## src/rtl/stream_in_pack.sv

```systemverilog
// Input packer for the AES datapath: gathers IN_W-bit host words into typed
// WORDS-word blocks, with a one-block holding buffer and ready/valid on both sides.
module stream_in_pack #(
    parameter int IN_W   = 32,
    parameter int WORDS  = 4,
    parameter int TYPE_W = 2
) (
    input  logic                         clk,
    input  logic                         rst,
    input  logic                         in_valid,
    output logic                         in_ready,
    input  logic [TYPE_W-1:0]            in_type,
    input  logic [IN_W-1:0]              in_data,
    input  logic                         in_last,
    output logic                         out_valid,
    input  logic                         out_ready,
    output logic [TYPE_W-1:0]            out_type,
    output logic [IN_W*WORDS-1:0]        out_data,
    output logic [$clog2(WORDS+1)-1:0]   out_count,
    output logic                         err_type
);

    localparam int OUT_W = IN_W * WORDS;
    localparam int CNT_W = $clog2(WORDS);
    localparam int OC_W  = $clog2(WORDS + 1);

    typedef enum logic {
        ST_FILL,
        ST_HELD
    } state_t;

    state_t              state;
    logic [CNT_W-1:0]    word_cnt;
    logic [OUT_W-1:0]    asm_data;
    logic [TYPE_W-1:0]   asm_type;
    logic [OC_W-1:0]     asm_count;

    logic                in_fire;
    logic                slot_free;
    logic                final_word;
    logic                type_err;
    logic [OUT_W-1:0]    asm_next;
    logic [TYPE_W-1:0]   type_next;
    logic [OC_W-1:0]     count_next;

    // While a finished block waits in the assembly register, input stalls.
    assign in_ready   = (state == ST_FILL) && !rst;
    assign in_fire    = in_valid && in_ready;
    assign slot_free  = !out_valid || out_ready;
    assign final_word = (word_cnt == CNT_W'(WORDS - 1)) || in_last;
    assign type_err   = in_fire && (word_cnt != '0) && (in_type != asm_type);

    // A fresh block starts from zero so short blocks come out padded in the LSBs.
    always_comb begin
        asm_next   = (word_cnt == '0) ? '0 : asm_data;
        type_next  = (word_cnt == '0) ? in_type : asm_type;
        count_next = OC_W'(word_cnt) + OC_W'(1);
        for (int k = 0; k < WORDS; k++) begin
            if (word_cnt == CNT_W'(k)) begin
                asm_next[OUT_W-1-k*IN_W -: IN_W] = in_data;
            end
        end
    end

    always_ff @(posedge clk) begin
        if (rst) begin
            state     <= ST_FILL;
            word_cnt  <= '0;
            asm_data  <= '0;
            asm_type  <= '0;
            asm_count <= '0;
            out_valid <= 1'b0;
            out_data  <= '0;
            out_type  <= '0;
            out_count <= '0;
            err_type  <= 1'b0;
        end else begin
            err_type <= type_err;
            if (out_valid && out_ready) begin
                out_valid <= 1'b0;
            end
            case (state)
                ST_HELD: begin
                    if (out_ready) begin
                        out_valid <= 1'b1;
                        out_data  <= asm_data;
                        out_type  <= asm_type;
                        out_count <= asm_count;
                        state     <= ST_FILL;
                    end
                end
                default: begin
                    if (in_fire) begin
                        if (final_word) begin
                            word_cnt <= '0;
                            if (slot_free) begin
                                out_valid <= 1'b1;
                                out_data  <= asm_next;
                                out_type  <= type_next;
                                out_count <= count_next;
                            end else begin
                                asm_data  <= asm_next;
                                asm_type  <= type_next;
                                asm_count <= count_next;
                                state     <= ST_HELD;
                            end
                        end else begin
                            word_cnt <= word_cnt + CNT_W'(1);
                            asm_data <= asm_next;
                            asm_type <= type_next;
                        end
                    end
                end
            endcase
        end
    end

endmodule

```

## config.mk

```make
export PLATFORM = sky130hd
export DESIGN_NAME = stream_in_pack
export DESIGN_NICKNAME = d
export VERILOG_FILES = /design/src/rtl/stream_in_pack.sv
export SDC_FILE = /design/constraint.sdc
export NUM_CORES = 1
export LEC_CHECK = 0
export ABC_AREA = 1
export BUFFER_PORTS_ARGS = -buffer_cell sky130_fd_sc_hd__buf_2
export CORE_UTILIZATION = 37
export DETAILED_ROUTE_END_ITERATION = 16
export GPL_ROUTABILITY_DRIVEN = 0
export PLACE_DENSITY = 0.55
export RECOVER_POWER = 100
export SETUP_SLACK_MARGIN = 0.5
export SLEW_MARGIN = 15
export SYNTH_ARGS = -nofsm -noshare
export SYNTH_HDL_FRONTEND = slang
export SYNTH_SLANG_ARGS = --single-unit
```

## constraint.sdc

```tcl
create_clock -name clk -period 3.3 [get_ports clk]
set_input_delay 0.33 -clock clk [delete_from_list [all_inputs] [get_ports clk]]
set_output_delay 0.33 -clock clk [all_outputs]
set_load 0.02 [all_outputs]
```

# Word level (Yosys, flattened, before mapping)
# Index checks and enable logic that the tools add are counted.
# word_totals
reg_bits,271
inputBits,39
out_inout_bits,136
elab_cells,75
# op_classes
add_sub_neg,2
eq_ne,6
mux,37
n_bitwise,2
reduce_logical,18
# ops
cell,n
128-bit 2-to-1 mux,8
32-bit 2-to-1 mux,4
2-bit 2-to-1 mux,9
3-bit 2-to-1 mux,5
1-bit 2-to-1 mux,11
4-bit AND reduction,2
2-bit nonzero test,4
1-bit logical AND,5
"2-bit equality test, second input constant",2
"2-bit inequality test, second input constant",2
"2-bit by 1-bit adder with 3-bit output, second input constant",1
3-bit AND reduction,1
"2-bit by 1-bit adder with 2-bit output, second input constant",1
"2-bit by 1-bit equality test with 1-bit output, second input constant",1
1-bit logical NOT,2
2-bit logical NOT,1
1-bit logical OR,2
2-bit inequality test,1
1-bit NOT,2
2-bit AND reduction,1

# Logic depth before layout (Yosys ltp)
# logic_depth
word_depth,7
ltp_mapped,12
ltp_nobuf,9

# Worst setup path after synthesis
# OpenSTA, ideal clock, no wires.
# synth_timing
kind,reg2reg
start,register word_cnt[0]
end,register out_data[11]
setup_time_ps,113
t_arrival_ps,1558
required_ps,3187
path_slack_ps,1629
path_stages_with_launch,13
path_buffers,3
synth_period_minus_slack_ps,1671
path_cell_list,dfxtp_1 ha_1 buf_2 inv_2 nand2_2 nand2_2 inv_1 nand2_2 buf_6 buf_2 nand3_1 nand2_1 nor2_1
# synth_via
elab_chain_len,7
elab_cells_between_ends,11
cone_classes,eq/ne (1); mux (6); reduce/logical (4)
# synth_rtl
item,line_no,rtl
"start, declared",33,logic [CNT_W-1:0] word_cnt;
"start signal, assigned",108,word_cnt <= word_cnt + CNT_W'(1);
2-bit logical NOT,55,asm_next = (word_cnt == '0) ? '0 : asm_data;
128-bit 2-to-1 mux,55,
32-bit 2-to-1 mux,59,if (word_cnt == CNT_W'(k)) begin
128-bit 2-to-1 mux,96,if (slot_free) begin
128-bit 2-to-1 mux,94,if (final_word) begin
128-bit 2-to-1 mux,93,if (in_fire) begin
128-bit 2-to-1 mux,82,case (state)
"end signal, assigned",86,out_data <= asm_data;
"end signal, assigned",98,out_data <= asm_next;
"end, declared",18,"output logic [IN_W*WORDS-1:0] out_data,"
# Several ways; a longest one is shown, not always the timed one. The select of a mux whose other input is x is not followed.
# A chain may end at the register's enable or synchronous reset.

# Final worst setup path
# layout_timing
start,register word_cnt[0]
end,register out_data[87]
# Same word-level chain as after synthesis.

==> results list <==
- TritonCTS built the clock tree.
- Top achievable clock speed: 0.3945 GHz
- Setup repair after global routing left no endpoint under its margin.
* Post-detailed-routing wire length: around 48000 um
- Clock tree synthesis inserted a total of 31 buffers.
- The number of hold-slack violations in the final timing report was 0.
- Final Total Pwr: about 8600 uW
- After global routing the overflow that remains totals 0.
- Largest stage delay, worst path: a little under 800 ps
- Number of buffers added for setup after CTS: 0
* NumNets Final: about 2500
* Top routing layer used: met4
- Share of layout cells above drive strength 1: a little over 5%
* Area of the die: 39120 um2
* Hold Path Depth: 2
- For the pin with the worst max-slew slack, the measured transition is between 1500 and 2000 ps.
- Critical path cell sequence: ha_1, inv_1, nand2_1, nand2_1, inv_1, nand2_4, clkbuf_2, nand3_1, nand2_1, nor2_1
* Clk sink count: between 200 and 300
- Reg2Reg Setup Slack: about 770 ps
- Pin placement for this block handled ~180 I/O pins.
* Clk_lat worst skew: between 500 and 600 ps
- The number of global-route vias before repair came to roughly 14000.
* Largest net degree at the start of global routing: between 100 and 150
- In this run the critical register-to-register path is launched from word_cnt[0]$_SDFFE_PP0P_.
- Die boundary width: 197.8 um
* Met1 wire length: 22000 um
- Across the VDD grid, the largest voltage drop is just under 0.4 mV.
- The slowest stage of the critical path belongs to the cell sky130_fd_sc_hd__clkbuf_2.
- Clock skew on the completed layout was measured at between 15 and 20 ps.
- The Yosys step of the flow raised 0 warnings.
- In this run the cell area of the synthesized design comes to approximately 14000 um2.
* Tcrit/Tclk final: 76.81%
- During placement, the flow inserted port buffers numbering ~170.
- Averaged over all synthesized cells, the footprint is around 6 um2.
- After detailed placement, the design holds a cell count of 2975.
- The number of antenna violations at the first check in global routing is 1.
* Drt initial violations: roughly 1300
* Startpoint of the tightest hold check path: rst
- Counting both buffers and inverters, the worst setup path holds a total of 3.
* DRC violation count after routing: 0
- Crit-path max FO: 45
- Post-detailed-route via-to-cell ratio: around 4.8
- Data on the critical path arrives at its endpoint at 3000 ps.
- The routed design uses 2736 um of met3 wire.
- Final design utilization: around 43%
- Post-CTS repair changed the size of 0 cells.
- The detailed router placed around 15000 vias in this run.
- The worst setup path is captured at a flop.
* DR WL met2: around 22000 um
- The run finished, with violations left.
* Max-cap viol count: 1
- The number of nets in the synthesized netlist is 2472.
- The finished layout holds between 3000 and 4000 standard cells, fillers aside.
* Number of library cell types mapped by synthesis: 27
* Setup Viol. Count Final: 0
- Relative max-transition margin: -13.51%
- Gate count of the mapped netlist: 2429
- In the final routed layout, each cell accounts on average for about 16 um.
- Aggregate negative setup slack: 0 ps
* Number of pins exceeding their max-slew limit in the final report: between 100 and 150
- Crit path required time: approximately 3800 ps
- DR pass1 iterations: 7
- H-tree depth: 1
- On the final layout, the worst hold slack is about 67 ps.
- Summing the sequential cell areas from Yosys gives between 30% and 40% of the chip area.
- Worst path top cell family by delay: buffers and inverters
- Area added between synthesis and finish: 14.13%
- Measured in cells, the most critical reg-to-reg path has a length of 10.
- Static leakage: around 0.0083 uW
* Root buffer cell: sky130_fd_sc_hd__clkbuf_16
- Endpoint of the lowest-slack register-to-register path: out_data[87]$_SDFFE_PP0P_
* Kind of start point of the critical path: flop
* Crit path kind: reg2reg
- Half-perimeter wire length after detailed placement: 28520 um
* Final critical delay including setup and external delays: 2535 ps
* DIE HEIGHT: slightly below 200 um
- # hold bufs at CTS: 0
- Initial standard-cell utilization of the core: about 38%
- Counting along the longest clock path gives a buffer depth of 3.
- Power density over the cells: between 500 and 600 nW/um2
* Wire length of the first global-routing pass: around 75000 um
- Terminating pin of the worst hold path: state$_SDFF_PP0_
- The count of nets left with antenna violations once routing finished came out at 0.
- Core area: between 30000 and 40000 um2
* Floorplan row count: 71
* Clock-pin transition on the worst setup and hold timing paths: 60 ps
* Class of the tightest hold or removal check: in2reg
* Most Frequent Cell on Critical Path: sky130_fd_sc_hd__nand2_1
- In this run, synthesis produced a sequential element count of roughly 270.
* Failing checks: capacitance limit, slew limit
- Overall track demand over capacity in global routing: 24.42%
## cell usage after synthesis, drive strengths merged
library cell  instances  share of area [%]
buf                  88                3.4
a21oi                 3               0.11
nand3               230                8.1
nand2               931                 25
a31oi                 1              0.044
nor3                  1              0.035
a211oi                1              0.053
nor2                537                 14
o31ai                 1              0.053
inv                 179                4.8
xnor2                 2               0.12
clkinv                1              0.026
ha                    4               0.35
dfxtp               271                 38
clkbuf               78                2.1
o21ai               101                3.6
## worst register-to-register path: stages (launching register included)
cell	delay, ps
sky130_fd_sc_hd__dfxtp_1	370
sky130_fd_sc_hd__ha_1	240
sky130_fd_sc_hd__inv_1	70
sky130_fd_sc_hd__nand2_1	90
sky130_fd_sc_hd__nand2_1	120
sky130_fd_sc_hd__inv_1	80
sky130_fd_sc_hd__nand2_4	340
sky130_fd_sc_hd__clkbuf_2	780
sky130_fd_sc_hd__nand3_1	180
sky130_fd_sc_hd__nand2_1	110
sky130_fd_sc_hd__nor2_1	50
## how the worst max path moves through the flow
stage / from / slack [ps] / endpoint / depth (start not counted)
3_5_place_dp: word_cnt[0]$_SDFFE_PP0P_ / 1080 / asm_count[2]$_SDFFE_PP0P_ / 7
3_3_place_gp: word_cnt[0]$_SDFFE_PP0P_ / 1140 / asm_count[0]$_SDFFE_PP0P_ / 7
2_1_floorplan: word_cnt[0]$_SDFFE_PP0P_ / 1630 / out_data[11]$_SDFFE_PP0P_ / 12
4_1_cts: word_cnt[0]$_SDFFE_PP0P_ / 1060 / asm_count[2]$_SDFFE_PP0P_ / 7
5_1_grt: word_cnt[0]$_SDFFE_PP0P_ / 450 / out_data[92]$_SDFFE_PP0P_ / 10
6_report: word_cnt[0]$_SDFFE_PP0P_ / 770 / out_data[87]$_SDFFE_PP0P_ / 10
## cell families (layout without fill, tap and decap cells)
logic type                 after synthesis  after routing  share of synthesized area [%]
adders and majority gates                4              4                         0.3529
AOI/OAI and AO/OA                      107            107                          3.820
xor gates and xnor gates                 2              2                         0.1235
other                                    0              1                              0
DFF                                    271            271                          38.25
and+or+nand+nor                       1699           1699                          47.21
buffers and inverters                  346            438                          10.24
## layout make-up
| type | instances | area (um2) |
|---|---|---|
| antenna | 1 | 2.502 |
| clock inverter | 11 | 180.2 |
| inverter | 180 | 693.2 |
| multi-input combinational | 1812 | 7306 |
| clock buffer | 46 | 943.4 |
| sequential | 271 | 5425 |
| tap | 511 | 639.4 |
| fill | 4193 | 21480 |
| timing repair buffer | 201 | 998.5 |
## flip-flops by register name, summed over array words and instances, names as in the netlist
signal	cells
asm_count	3
asm_type	2
state	1
out_count	3
word_cnt	2
asm_data	128
out_valid	1
out_type	2
err_type	1
out_data	128
## power by group
part / total [uW] / leakage, uW / switching (uW) / internal (uW)
Sequential: 3570 / 0.00222 / 118 / 3450
Combinational: 1240 / 0.00550 / 879 / 358
Clock: 3790 / 0.000559 / 1440 / 2350
Total: 8600 / 0.00827 / 2430 / 6160
## metal layers
| layer | global-route usage [%] | vias to the layer above |
|---|---|---|
| met2 | 39.92 | 445 |
| met4 | 10.77 | 0 |
| li1 | - | 7501 |
| met5 | 0 | - |
| met3 | 2.453 | 96 |
| met1 | 32.50 | 6637 |
## stage by stage
| stage | cell area (um2) | setup WS (ps) |
|---|---|---|
| 2_1_floorplan | 14180 | 1629 |
| 3_3_place_gp | 15270 | 1137 |
| 3_5_place_dp | 15270 | 1079 |
| 4_1_cts | 16390 | 1064 |
| 5_1_grt | 16190 | 452.4 |
| 6_report | 16190 | 765.4 |
## cells in the final DEF, fill, tap and decap left out, drive strengths merged
| cell | n |
|---|---|
| xnor2 | 2 |
| nand2 | 931 |
| nand3 | 230 |
| clkbuf | 185 |
| o21ai | 101 |
| ha | 4 |
| a21oi | 3 |
| inv | 180 |
| diode | 1 |
| dfxtp | 271 |
| bufinv | 5 |
| buf | 62 |
| a211oi | 1 |
| o31ai | 1 |
| nor2 | 537 |
| clkinv | 6 |
| a31oi | 1 |
| nor3 | 1 |
No activity file was read; power rests on OpenSTA's default activity.
